--- src/rtl/bp_me_dram_stream_bridge.sv ---
// Bridge between the BedRock-style DRAM message stream and a simple
// one-word-per-request DRAM port.  Writes stream command beats straight
// to DRAM; reads issue one DRAM word request at a time and forward each
// returned word as a response data beat.
// Optional feature macro: BP_ME_DRAM_BRIDGE_WRAP_EN selects
// critical-word-first wrapped beat addressing (default: linear from the
// size-aligned block base).
//
// Header layout (LSB first): msg_type[3:0], addr[paddr], size[2:0]
// (log2 bytes), payload[15:0].

package bp_me_dram_stream_bridge_pkg;

    typedef enum int {
        e_bp_default_cfg    = 0,
        e_bp_wide_paddr_cfg = 1
    } bp_params_e;

    typedef enum logic [3:0] {
        e_mem_msg_rd    = 4'd0,
        e_mem_msg_wr    = 4'd1,
        e_mem_msg_uc_rd = 4'd2,
        e_mem_msg_uc_wr = 4'd3,
        e_mem_msg_pre   = 4'd4,
        e_mem_msg_amo   = 4'd5
    } bp_mem_msg_e;

    localparam int mem_payload_width_gp = 16;

endpackage

module bp_me_dram_stream_bridge
    import bp_me_dram_stream_bridge_pkg::*;
#(
    parameter bp_params_e bp_params_p      = e_bp_default_cfg,
    parameter int dram_addr_width_p        = 28,
    localparam int paddr_width_p           = (bp_params_p == e_bp_default_cfg) ? 40 : 56,
    localparam int dword_width_p           = 64,
    localparam int dram_mem_msg_header_width_lp = 4 + paddr_width_p + 3 + mem_payload_width_gp
)(
    input  logic                                    clk_i,
    input  logic                                    reset_n_i,

    input  logic [dram_mem_msg_header_width_lp-1:0] mem_cmd_header_i,
    input  logic                                    mem_cmd_header_v_i,
    output logic                                    mem_cmd_header_yumi_o,

    input  logic [dword_width_p-1:0]                mem_cmd_data_i,
    input  logic                                    mem_cmd_data_v_i,
    output logic                                    mem_cmd_data_yumi_o,

    output logic [dram_mem_msg_header_width_lp-1:0] mem_resp_header_o,
    output logic                                    mem_resp_header_v_o,
    input  logic                                    mem_resp_header_ready_i,

    output logic [dword_width_p-1:0]                mem_resp_data_o,
    output logic                                    mem_resp_data_v_o,
    input  logic                                    mem_resp_data_ready_i,

    output logic                                    dram_v_o,
    output logic                                    dram_w_o,
    output logic [dram_addr_width_p-1:0]            dram_addr_o,
    output logic [dword_width_p-1:0]                dram_data_o,
    input  logic                                    dram_ready_i,

    input  logic [dword_width_p-1:0]                dram_data_i,
    input  logic                                    dram_data_v_i
);

    localparam int addr_lsb_lp = 4;
    localparam int size_lsb_lp = 4 + paddr_width_p;

    typedef enum logic [2:0] {
        IDLE, WR_DATA, WR_RESP, RD_RESP, RD_REQ, RD_WAIT, RD_DATA
    } state_e;

    state_e                                  r_state, w_state_nxt;
    logic                                    r_run;
    logic [dram_mem_msg_header_width_lp-1:0] r_hdr;
    logic [3:0]                              r_cnt;
    logic [dword_width_p-1:0]                r_data;

    logic                                    w_hdr_acc, w_cnt_inc, w_capture;
    logic [3:0]                              w_beats_m1, w_low;
    logic                                    w_last, w_no_data;
    logic [dram_addr_width_p-1:0]            w_word, w_mask;

    // Sizes up to one dword take a single beat; larger sizes take size/8 beats.
    function automatic logic [3:0] beats_m1_f(input logic [2:0] size);
        case (size)
            3'd4:    return 4'd1;
            3'd5:    return 4'd3;
            3'd6:    return 4'd7;
            3'd7:    return 4'd15;
            default: return 4'd0;
        endcase
    endfunction

    function automatic logic is_wr_f(input logic [3:0] t);
        return (t == e_mem_msg_wr) || (t == e_mem_msg_uc_wr);
    endfunction

    function automatic logic is_rd_f(input logic [3:0] t);
        return (t == e_mem_msg_rd) || (t == e_mem_msg_uc_rd);
    endfunction

    assign w_beats_m1 = beats_m1_f(r_hdr[size_lsb_lp +: 3]);
    assign w_last     = (r_cnt == w_beats_m1);
    assign w_no_data  = !(is_rd_f(r_hdr[3:0]) || is_wr_f(r_hdr[3:0]));

    // Beat address: dword address of the header, block base from the size
    // mask, low bits from the beat counter (optionally rotated by the offset).
    assign w_word = r_hdr[addr_lsb_lp + 3 +: dram_addr_width_p];
    assign w_mask = {{(dram_addr_width_p-4){1'b0}}, w_beats_m1};
`ifdef BP_ME_DRAM_BRIDGE_WRAP_EN
    assign w_low  = (w_word[3:0] + r_cnt) & w_beats_m1;
`else
    assign w_low  = r_cnt & w_beats_m1;
`endif
    assign dram_addr_o = (w_word & ~w_mask) | {{(dram_addr_width_p-4){1'b0}}, w_low};

    assign mem_resp_header_o = r_hdr;
    assign mem_resp_data_o   = r_data;

    // Next-state and handshake outputs; everything idles low by default.
    always_comb begin
        w_state_nxt           = r_state;
        w_hdr_acc             = 1'b0;
        w_cnt_inc             = 1'b0;
        w_capture             = 1'b0;
        mem_cmd_header_yumi_o = 1'b0;
        mem_cmd_data_yumi_o   = 1'b0;
        mem_resp_header_v_o   = 1'b0;
        mem_resp_data_v_o     = 1'b0;
        dram_v_o              = 1'b0;
        dram_w_o              = 1'b0;
        dram_data_o           = '0;
        case (r_state)
            IDLE: begin
                mem_cmd_header_yumi_o = r_run & mem_cmd_header_v_i;
                if (mem_cmd_header_yumi_o) begin
                    w_hdr_acc   = 1'b1;
                    w_state_nxt = is_wr_f(mem_cmd_header_i[3:0]) ? WR_DATA : RD_RESP;
                end
            end
            WR_DATA: begin
                dram_v_o            = mem_cmd_data_v_i;
                dram_w_o            = 1'b1;
                dram_data_o         = mem_cmd_data_i;
                mem_cmd_data_yumi_o = mem_cmd_data_v_i & dram_ready_i;
                if (mem_cmd_data_yumi_o) begin
                    if (w_last) w_state_nxt = WR_RESP;
                    else        w_cnt_inc   = 1'b1;
                end
            end
            WR_RESP: begin
                mem_resp_header_v_o = 1'b1;
                if (mem_resp_header_ready_i) w_state_nxt = IDLE;
            end
            RD_RESP: begin
                mem_resp_header_v_o = 1'b1;
                if (mem_resp_header_ready_i) w_state_nxt = w_no_data ? IDLE : RD_REQ;
            end
            RD_REQ: begin
                dram_v_o = 1'b1;
                if (dram_ready_i) w_state_nxt = RD_WAIT;
            end
            RD_WAIT: begin
                if (dram_data_v_i) begin
                    w_capture   = 1'b1;
                    w_state_nxt = RD_DATA;
                end
            end
            RD_DATA: begin
                mem_resp_data_v_o = 1'b1;
                if (mem_resp_data_ready_i) begin
                    if (w_last) begin
                        w_state_nxt = IDLE;
                    end else begin
                        w_cnt_inc   = 1'b1;
                        w_state_nxt = RD_REQ;
                    end
                end
            end
            default: w_state_nxt = IDLE;
        endcase
    end

    // State register; r_run keeps header acceptance off while reset is held.
    always_ff @(posedge clk_i or negedge reset_n_i) begin
        if (!reset_n_i) begin
            r_state <= IDLE;
            r_run   <= 1'b0;
        end else begin
            r_state <= w_state_nxt;
            r_run   <= 1'b1;
        end
    end

    // Command header capture and beat counter.
    always_ff @(posedge clk_i or negedge reset_n_i) begin
        if (!reset_n_i) begin
            r_hdr <= '0;
            r_cnt <= 4'd0;
        end else if (w_hdr_acc) begin
            r_hdr <= mem_cmd_header_i;
            r_cnt <= 4'd0;
        end else if (w_cnt_inc) begin
            r_cnt <= r_cnt + 4'd1;
        end
    end

    // Read return capture; only taken while waiting on an issued request.
    always_ff @(posedge clk_i or negedge reset_n_i) begin
        if (!reset_n_i) begin
            r_data <= '0;
        end else if (w_capture) begin
            r_data <= dram_data_i;
        end
    end

endmodule

--- config.mk ---
export PLATFORM = sky130hd
export DESIGN_NAME = bp_me_dram_stream_bridge
export DESIGN_NICKNAME = d
export VERILOG_FILES = /design/src/rtl/bp_me_dram_stream_bridge.sv
export SDC_FILE = /design/constraint.sdc
export NUM_CORES = 1
export LEC_CHECK = 0
export ABC_AREA = 1
export CAP_MARGIN = 40
export CORE_AREA = 2 2 164 166
export DETAILED_ROUTE_END_ITERATION = 8
export DIE_AREA = 0 0 166 168
export SLEW_MARGIN = 20
export SYNTH_ARGS = -nofsm -noshare
export SYNTH_HDL_FRONTEND = slang
export SYNTH_SLANG_ARGS = --single-unit
export TNS_END_PERCENT = 1
--- constraint.sdc ---
create_clock -name clk_i -period 3.5 [get_ports clk_i]
set_input_delay 0.525 -clock clk_i [delete_from_list [all_inputs] [get_ports clk_i]]
set_output_delay 0.525 -clock clk_i [all_outputs]
set_load 0.01 [all_outputs]
==> summary.txt, run 1 <==
GRT
  • Overflow after GRT: 0
  • GRT Overall Usage: 14.9%
  • Initial antenna violation count: 0
  • Global-route wire length before repair: 32300 microns
  • Number of global-route vias before repair: 5647
  • Largest net degree at the start of global routing: 73

Setup path
  • Worst EP arrival: 2.28 ns
  • Worst Path Max Fanout: 50
  • Crit-path max cell delay: 0.54 ns
  • Worst Path Required: 2.97 ns
  • FF-to-FF path depth: 6
  • Reg2Reg Launch Point: r_state[2]
  • CP Class: flip-flop to output port
  • R2R Setup Slk: 1.51 ns
  • Worst Setup End Kind: output port
  • Cell-by-cell trace of the critical path: inv_1 > nand2_1 > nor2_4 > inv_2 > buf_12 > nor2_1 > clkdlybuf4s50_1
  • CP max-delay cell: clkdlybuf4s50_1
  • Reg2reg end: r_cnt[0]
  • CP Launch Type: flip-flop

Drt
  • Iter 0 DRT Violations: 257
  • Routed WL: 21300 microns
  • DR vias/cell: 4.02
  • Total number of vias: 5703
  • Pre-Repair DR Iteration Count: 4
  • # DRC: 0
  • Post-DRT Antenna Nets: 0
  • Routed len/inst: 15.0 microns

Clock tree
  • Htree depth: 4
  • CTS Root Cell: clkbuf_16
  • Gates resized, CTS repair: 0
  • Clock buffer depth: 2
  • Clk sinks: 135
  • CTS tree: done
  • Setup Buffers After CTS: 0
  • Clock latency on the worst-skew pair: 0.42 ns
  • Hold-fix buffers at CTS: 0
  • CTS clk-pin slew, worst paths: 0.07 ns
  • Inserted Clock Buffers: 17

STA
  • Tcrit/Tclk final: 80.1%
  • Fin crit period: 2.80 ns
  • Final Setup Violations: 0
  • Slew of the pin with the lowest slew margin: 0.766 ns
  • Rel. slew slack: 48.9%
  • Setup Skew: 0.0118 ns
  • Setup TNS: 0 ns
  • Pins Over Slew Limit: 0
  • RSZ-0062 raised after global routing: no
  • Peak Freq: 357 MHz
  • Smallest setup slack after layout: 0.698 ns
  • Final hold vios: 0

Floorplan
  • Num ports: 424
  • Die width: 166 microns
  • Placeable core area: 0.0264 sq mm
  • Starting Density: 23.1%
  • Die extent in y: 168 microns
  • Die ar.: 0.0279 sq mm
  • Placement Rows: 60

Layout
  • Layout cells sized above 1: 4.74%
  • Non-Filler Instances: 1418
  • Post-layout net count: 1264
  • Commonest non-fill, non-tap cell in the layout: clkdlybuf4s50_1
  • Final Cell Area: 0.0111 sq mm
  • Ant diodes: 0
  • Layout area overhead: 82.7%
  • Commonest cells after routing, fill and taps aside: clkdlybuf4s50_1 (422), nand2_1 (222), dfrtp_1 (135)

Run status
  • Status: finished clean

Pwr
  • Logic pwr share: 47.5%
  • Psw: 3.01 mW
  • Maximum vdd drop: 0.527 mV
  • Overall Power: 8.65 mW
  • Sequential share of power: 32.0%
  • Switch share: 34.8%
  • Leak: 5.28 nW
  • Clock network fraction of design power: 20.6%
  • Total internal power: 5.64 mW
  • P per Cell Area: 779 mW/mm^2

Yosys
  • Mux contribution to synthesized area: 11.9%
  • Synth Warn #: 0
  • Post-Synthesis Cell Area: 0.00608 sq mm
  • Synth cell types: 26
  • Compound-Gate Fraction of Synth Area: 1.07%
  • Main combinational cell family by area after synthesis: simple AND/OR/NAND/NOR gates
  • Post-Synth Simple-Gate Area: 20.9%
  • Synth Area per Inst: 9.10 sq um
  • Syn Inst Count: 668
  • Adder-cell share of the synthesized area: 0.206%
  • Synthesized flop and latch total: 135
  • XOR/XNOR Fraction of Synth Area: 0.432%
  • Syn_nets: 868
  • Sequential element share of the synthesized area: 55.6%

Place
  • Number of port buffers: 423
  • DP Wirelength: 16400 microns
  • DP Area: 0.0105 sq mm
  • Dpl ws: 1.05 ns
  • Placed cells: 1386
  • GP Congestion: 0.814

Hold path
  • Hold Path Class: input port to asynchronous set/reset pin

Run
  • Max_cap viols: 0
[sequential cells by signal, summed over array words and instances, names as in the netlist]
register,flops
r_run,1
mem_resp_header_o,63
mem_resp_data_o,64
r_state,3
r_cnt,4
[routing by layer]
metal,part of all wire (%),track usage [%],vias up
li1,-,-,2801
met1,40,16.8,2654
met2,52,26.9,231
met3,6.7,4.54,17
met4,1.5,5.03,0
met5,0,0,-
[kinds of logic (layout without fill, tap and decap cells)]
group / count (synthesis) / after routing
AOI/OAI and AO/OA: 12 / 12
and+or+nand+nor: 321 / 321
muxes: 64 / 64
DFF: 135 / 135
buffers and inverters: 131 / 540
other: 1 / 1
adders and majority gates: 1 / 1
xor gates and xnor gates: 3 / 3
[worst max path at each step]
stage | startpoint | slack [ns] | end
6_report | r_state[1] | 0.70 | dram_data_o[9]
5_1_grt | r_state[1] | 0.54 | dram_data_o[9]
4_1_cts | r_state[1] | 0.67 | dram_data_o[7]
3_5_place_dp | dram_ready_i | 1.05 | mem_cmd_data_yumi_o
3_3_place_gp | r_state[1] | 0.98 | dram_data_o[31]
2_1_floorplan | r_state[1] | 1.70 | dram_data_o[0]
[layout make-up]
type / instances / area [sq um]
repair buffers: 429 / 4320
clock inverters: 13 / 138
well taps: 341 / 427
multi-input cells: 402 / 2100
clock buffers: 19 / 443
fillers: 2566 / 15200
flip-flops and latches: 135 / 3380
inverters: 79 / 297
[power groups by stage]
stage / Combinational [mW] / Sequential [mW] / Clock [mW]
2_1_floorplan: 1.43 / 3.00 / 0
3_3_place_gp: 4.12 / 2.76 / 0
3_5_place_dp: 4.16 / 2.77 / 0
4_1_cts: 4.17 / 2.77 / 1.84
5_1_grt: 4.41 / 2.86 / 1.92
6_report: 4.10 / 2.77 / 1.78
[metrics by stage]
stage	util, %	hold WS, ns
floorplan	-	0.229
global placement	39.9	0.461
detailed placement	39.9	0.464
CTS	42.1	0.136
global route	42.1	0.134
finish	42.1	0.0859
[critical path: cells and delay by family, from the launching register on]
family                 cells  cell delay, ns
DFF                        1            0.47
buffers and inverters      4            1.00
and+or+nand+nor            3            0.39
[synth_stat cells]
cell,count,area share (%)
xor2_1,3,0.43
conb_1,1,0.062
buf_2,15,1.2
nand4_1,1,0.10
o21a_1,1,0.12
nand4_2,1,0.21
dfrtp_1,135,56
inv_2,3,0.19
clkbuf_1,12,0.74
buf_4,25,3.1
nor2_2,2,0.21
nand2_1,222,14
o31ai_1,1,0.12
nor3_1,3,0.25
nor2_1,70,4.3
ha_1,1,0.21
nor2_4,1,0.19
mux2_2,4,0.74
a21oi_1,2,0.16
nand3_1,18,1.5
nand2_2,1,0.10
nand3_2,1,0.16
nand3b_1,1,0.12
o21ai_0,8,0.66
inv_1,76,4.7
mux2_1,60,11
No activity file was read; power rests on OpenSTA's default activity.
==> run 2, diff against run 1 <==
- CORE_AREA: 2 2 164 166 -> 2 2 163 165
- DIE_AREA: 0 0 166 168 -> 0 0 165 167
- clock period: 3.5 -> 2.8 ns (I/O delays scaled with it)
==> summary.txt, run 2 (synthesized netlist as in run 1, its figures left out) <==
Floorplan
  • Die ar.: 0.0276 sq mm (-1.2%)
  • Die width: 165 microns (-0.60%)
  • Starting Density: 23.6% (+0.53 points)
  • Placeable core area: 0.0258 sq mm (-2.2%)
  • Placement Rows: 59 (-1.7%)
  • Die extent in y: 167 microns (-0.60%)
  • Num ports: 424 (unchanged)

Clock tree
  • Clock latency on the worst-skew pair: 0.42 ns (about the same)
  • Setup Buffers After CTS: 0 (unchanged)
  • CTS tree: done
  • CTS clk-pin slew, worst paths: 0.07 ns (about the same)
  • CTS Root Cell: clkbuf_16
  • Clk sinks: 135 (unchanged)
  • Htree depth: 4 (unchanged)
  • Inserted Clock Buffers: 17 (unchanged)
  • Clock buffer depth: 2 (unchanged)

Setup path
  • Worst Setup End Kind: output port
  • Worst EP arrival: 2.23 ns (-0.05 ns)
  • Reg2Reg Launch Point: r_state[2]
  • CP Class: flip-flop to output port
  • CP Launch Type: flip-flop
  • CP max-delay cell: clkdlybuf4s50_1
  • Crit-path max cell delay: 0.54 ns (about the same)
  • Worst Path Required: 2.38 ns (-0.59 ns)
  • Worst setup path start: r_state[1]
  • Worst Path Max Fanout: 51 (+2.0%)
  • Cell-by-cell trace of the critical path: inv_1 > nand2_1 > nor2_4 > inv_4 > buf_12 > nor2_1 > clkdlybuf4s50_1

Drt
  • Iter 0 DRT Violations: 173 (-33%)
  • Pre-Repair DR Iteration Count: 6 (+2)
  • Post-DRT Antenna Nets: 0 (unchanged)
  • Total number of vias: 5725 (+0.39%)
  • DR vias/cell: 4.05 (+0.60%)
  • Routed len/inst: 15.9 microns (+5.5%)
  • Routed WL: 22400 microns (+5.2%)
  • # DRC: 0 (unchanged)

GRT
  • Largest net degree at the start of global routing: 71 (-2.7%)
  • Initial antenna violation count: 3 (+3)
  • Global-route wire length before repair: 33700 microns (+4.3%)
  • Overflow after GRT: 0 (unchanged)
  • GRT Overall Usage: 16.2% (+1.2 points)
  • Number of global-route vias before repair: 5923 (+4.9%)

STA
  • Final Setup Violations: 0 (unchanged)
  • Setup Skew: 0.0106 ns (-0.00119 ns)
  • Fin crit period: 2.65 ns
  • Pins Over Slew Limit: 0 (unchanged)
  • Peak Freq: 378 MHz
  • Rel. slew slack: 49.2% (+0.28 points)
  • Slew of the pin with the lowest slew margin: 0.762 ns (-0.00418 ns)
  • RSZ-0062 raised after global routing: no
  • Final hold vios: 0 (unchanged)
  • Setup TNS: 0 ns (unchanged)
  • Tcrit/Tclk final: 94.5%

Pwr
  • P per Cell Area: 989 mW/mm^2 (+27%)
  • Maximum vdd drop: 0.438 mV (-17%)
  • Leak: 5.30 nW (+0.38%)

Run status
  • Status: finished clean

Place
  • GP Congestion: 0.786 (-3.4%)
  • Number of port buffers: 423 (unchanged)
  • DP Wirelength: 17400 microns (+5.9%)

Layout
  • Reg area: 0.00338 sq mm (about the same)
  • Max reg flops: 64 (unchanged)
  • Layout cells sized above 1: 4.73% (about the same)
  • Finished Core Util: 43.3% (+1.2 points)
  • Commonest cells after routing, fill and taps aside: clkdlybuf4s50_1 (422), nand2_1 (222), dfrtp_1 (134)
  • Fillers: 2565 (-0.039%)
  • Layout area overhead: 83.7%
  • Commonest non-fill, non-tap cell in the layout: clkdlybuf4s50_1
  • Post-layout net count: 1265 (+0.079%)
  • Area of the multi-input gates: 0.00210 sq mm (unchanged)

Run
  • Max_cap viols: 0 (unchanged)

Hold path
  • Hold Path Class: input port to asynchronous set/reset pin
[run 2: cell types whose count changed in the layout (fill, tap and decap cells not counted), sizes merged]
cell,previous run,this run
bufinv,1,4
clkinv,4,2
clkinvlp,2,3
diode,0,2
dlygate4sd3,0,1
inv,85,83
[run 2: metrics by stage]
stage          total power [mW]  setup WS [ns]  area (sq um)  hold WS, ns  instances
6_report                   11.0          0.155         11200        0.477       1415
5_1_grt                    11.7        0.00666         11200        0.476       1414
4_1_cts                    11.2         0.0744         11200        0.454       1413
3_5_place_dp               8.68          0.526         10500        0.342       1380
3_3_place_gp               8.60          0.350         10500        0.340       1379
2_1_floorplan              5.54           1.11          6080        0.124        668
[run 2: cell type report]
cell class / instances / area share, %
multi-input cells: 402 / 18.9
clock buffers: 19 / 3.88
inverters: 79 / 2.68
clock inverters: 13 / 1.75
repair buffers: 430 / 38.8
flip-flops and latches: 135 / 30.3
diodes: 2 / 0.0448
well taps: 335 / 3.75
[run 2: routing by layer]
| metal | track usage [%] | vias to the layer above | wire length [microns] |
|---|---|---|---|
| met4 | 6.31 | 2 | 583 |
| met1 | 17.4 | 2643 | 8460 |
| met2 | 29.1 | 251 | 11500 |
| li1 | - | 2798 | - |
| met5 | 0 | - | 13 |
| met3 | 5.11 | 31 | 1920 |
[run 2: repair_timing]
| action | in CTS | in global routing |
|---|---|---|
| resized for setup | 0 | 3 |
| hold buffers | 1 | 0 |
| hold endpoints to repair | 33 | 0 |
| setup endpoints to repair | 0 | 51 |
[run 2: final timing paths]
| kind | end | slack (ns) | cells past startpoint |
|---|---|---|---|
| min reg2reg | mem_resp_header_o[43] | 0.48 | 2 |
| max in group asynchronous | r_state[1] | 1.45 | 3 |
| max | dram_data_o[7] | 0.15 | 7 |
| min | mem_resp_data_o[8] | 0.48 | 2 |
| max reg2reg | r_cnt[3] | 0.89 | 6 |
| min in group clk_i | mem_resp_header_o[43] | 0.48 | 2 |
[run 2: critical path: cells and delay by family, from the launching register on]
family | cells | cell delay (ns)
flops | 1 | 0.46
simple gates | 3 | 0.40
buf+inv | 4 | 0.93
[run 2: report_power, final]
group          switching (mW)  total (mW)  internal, mW
Clock                   0.922        2.43          1.51
Sequential              0.609        3.44          2.83
Combinational            2.22        5.17          2.95
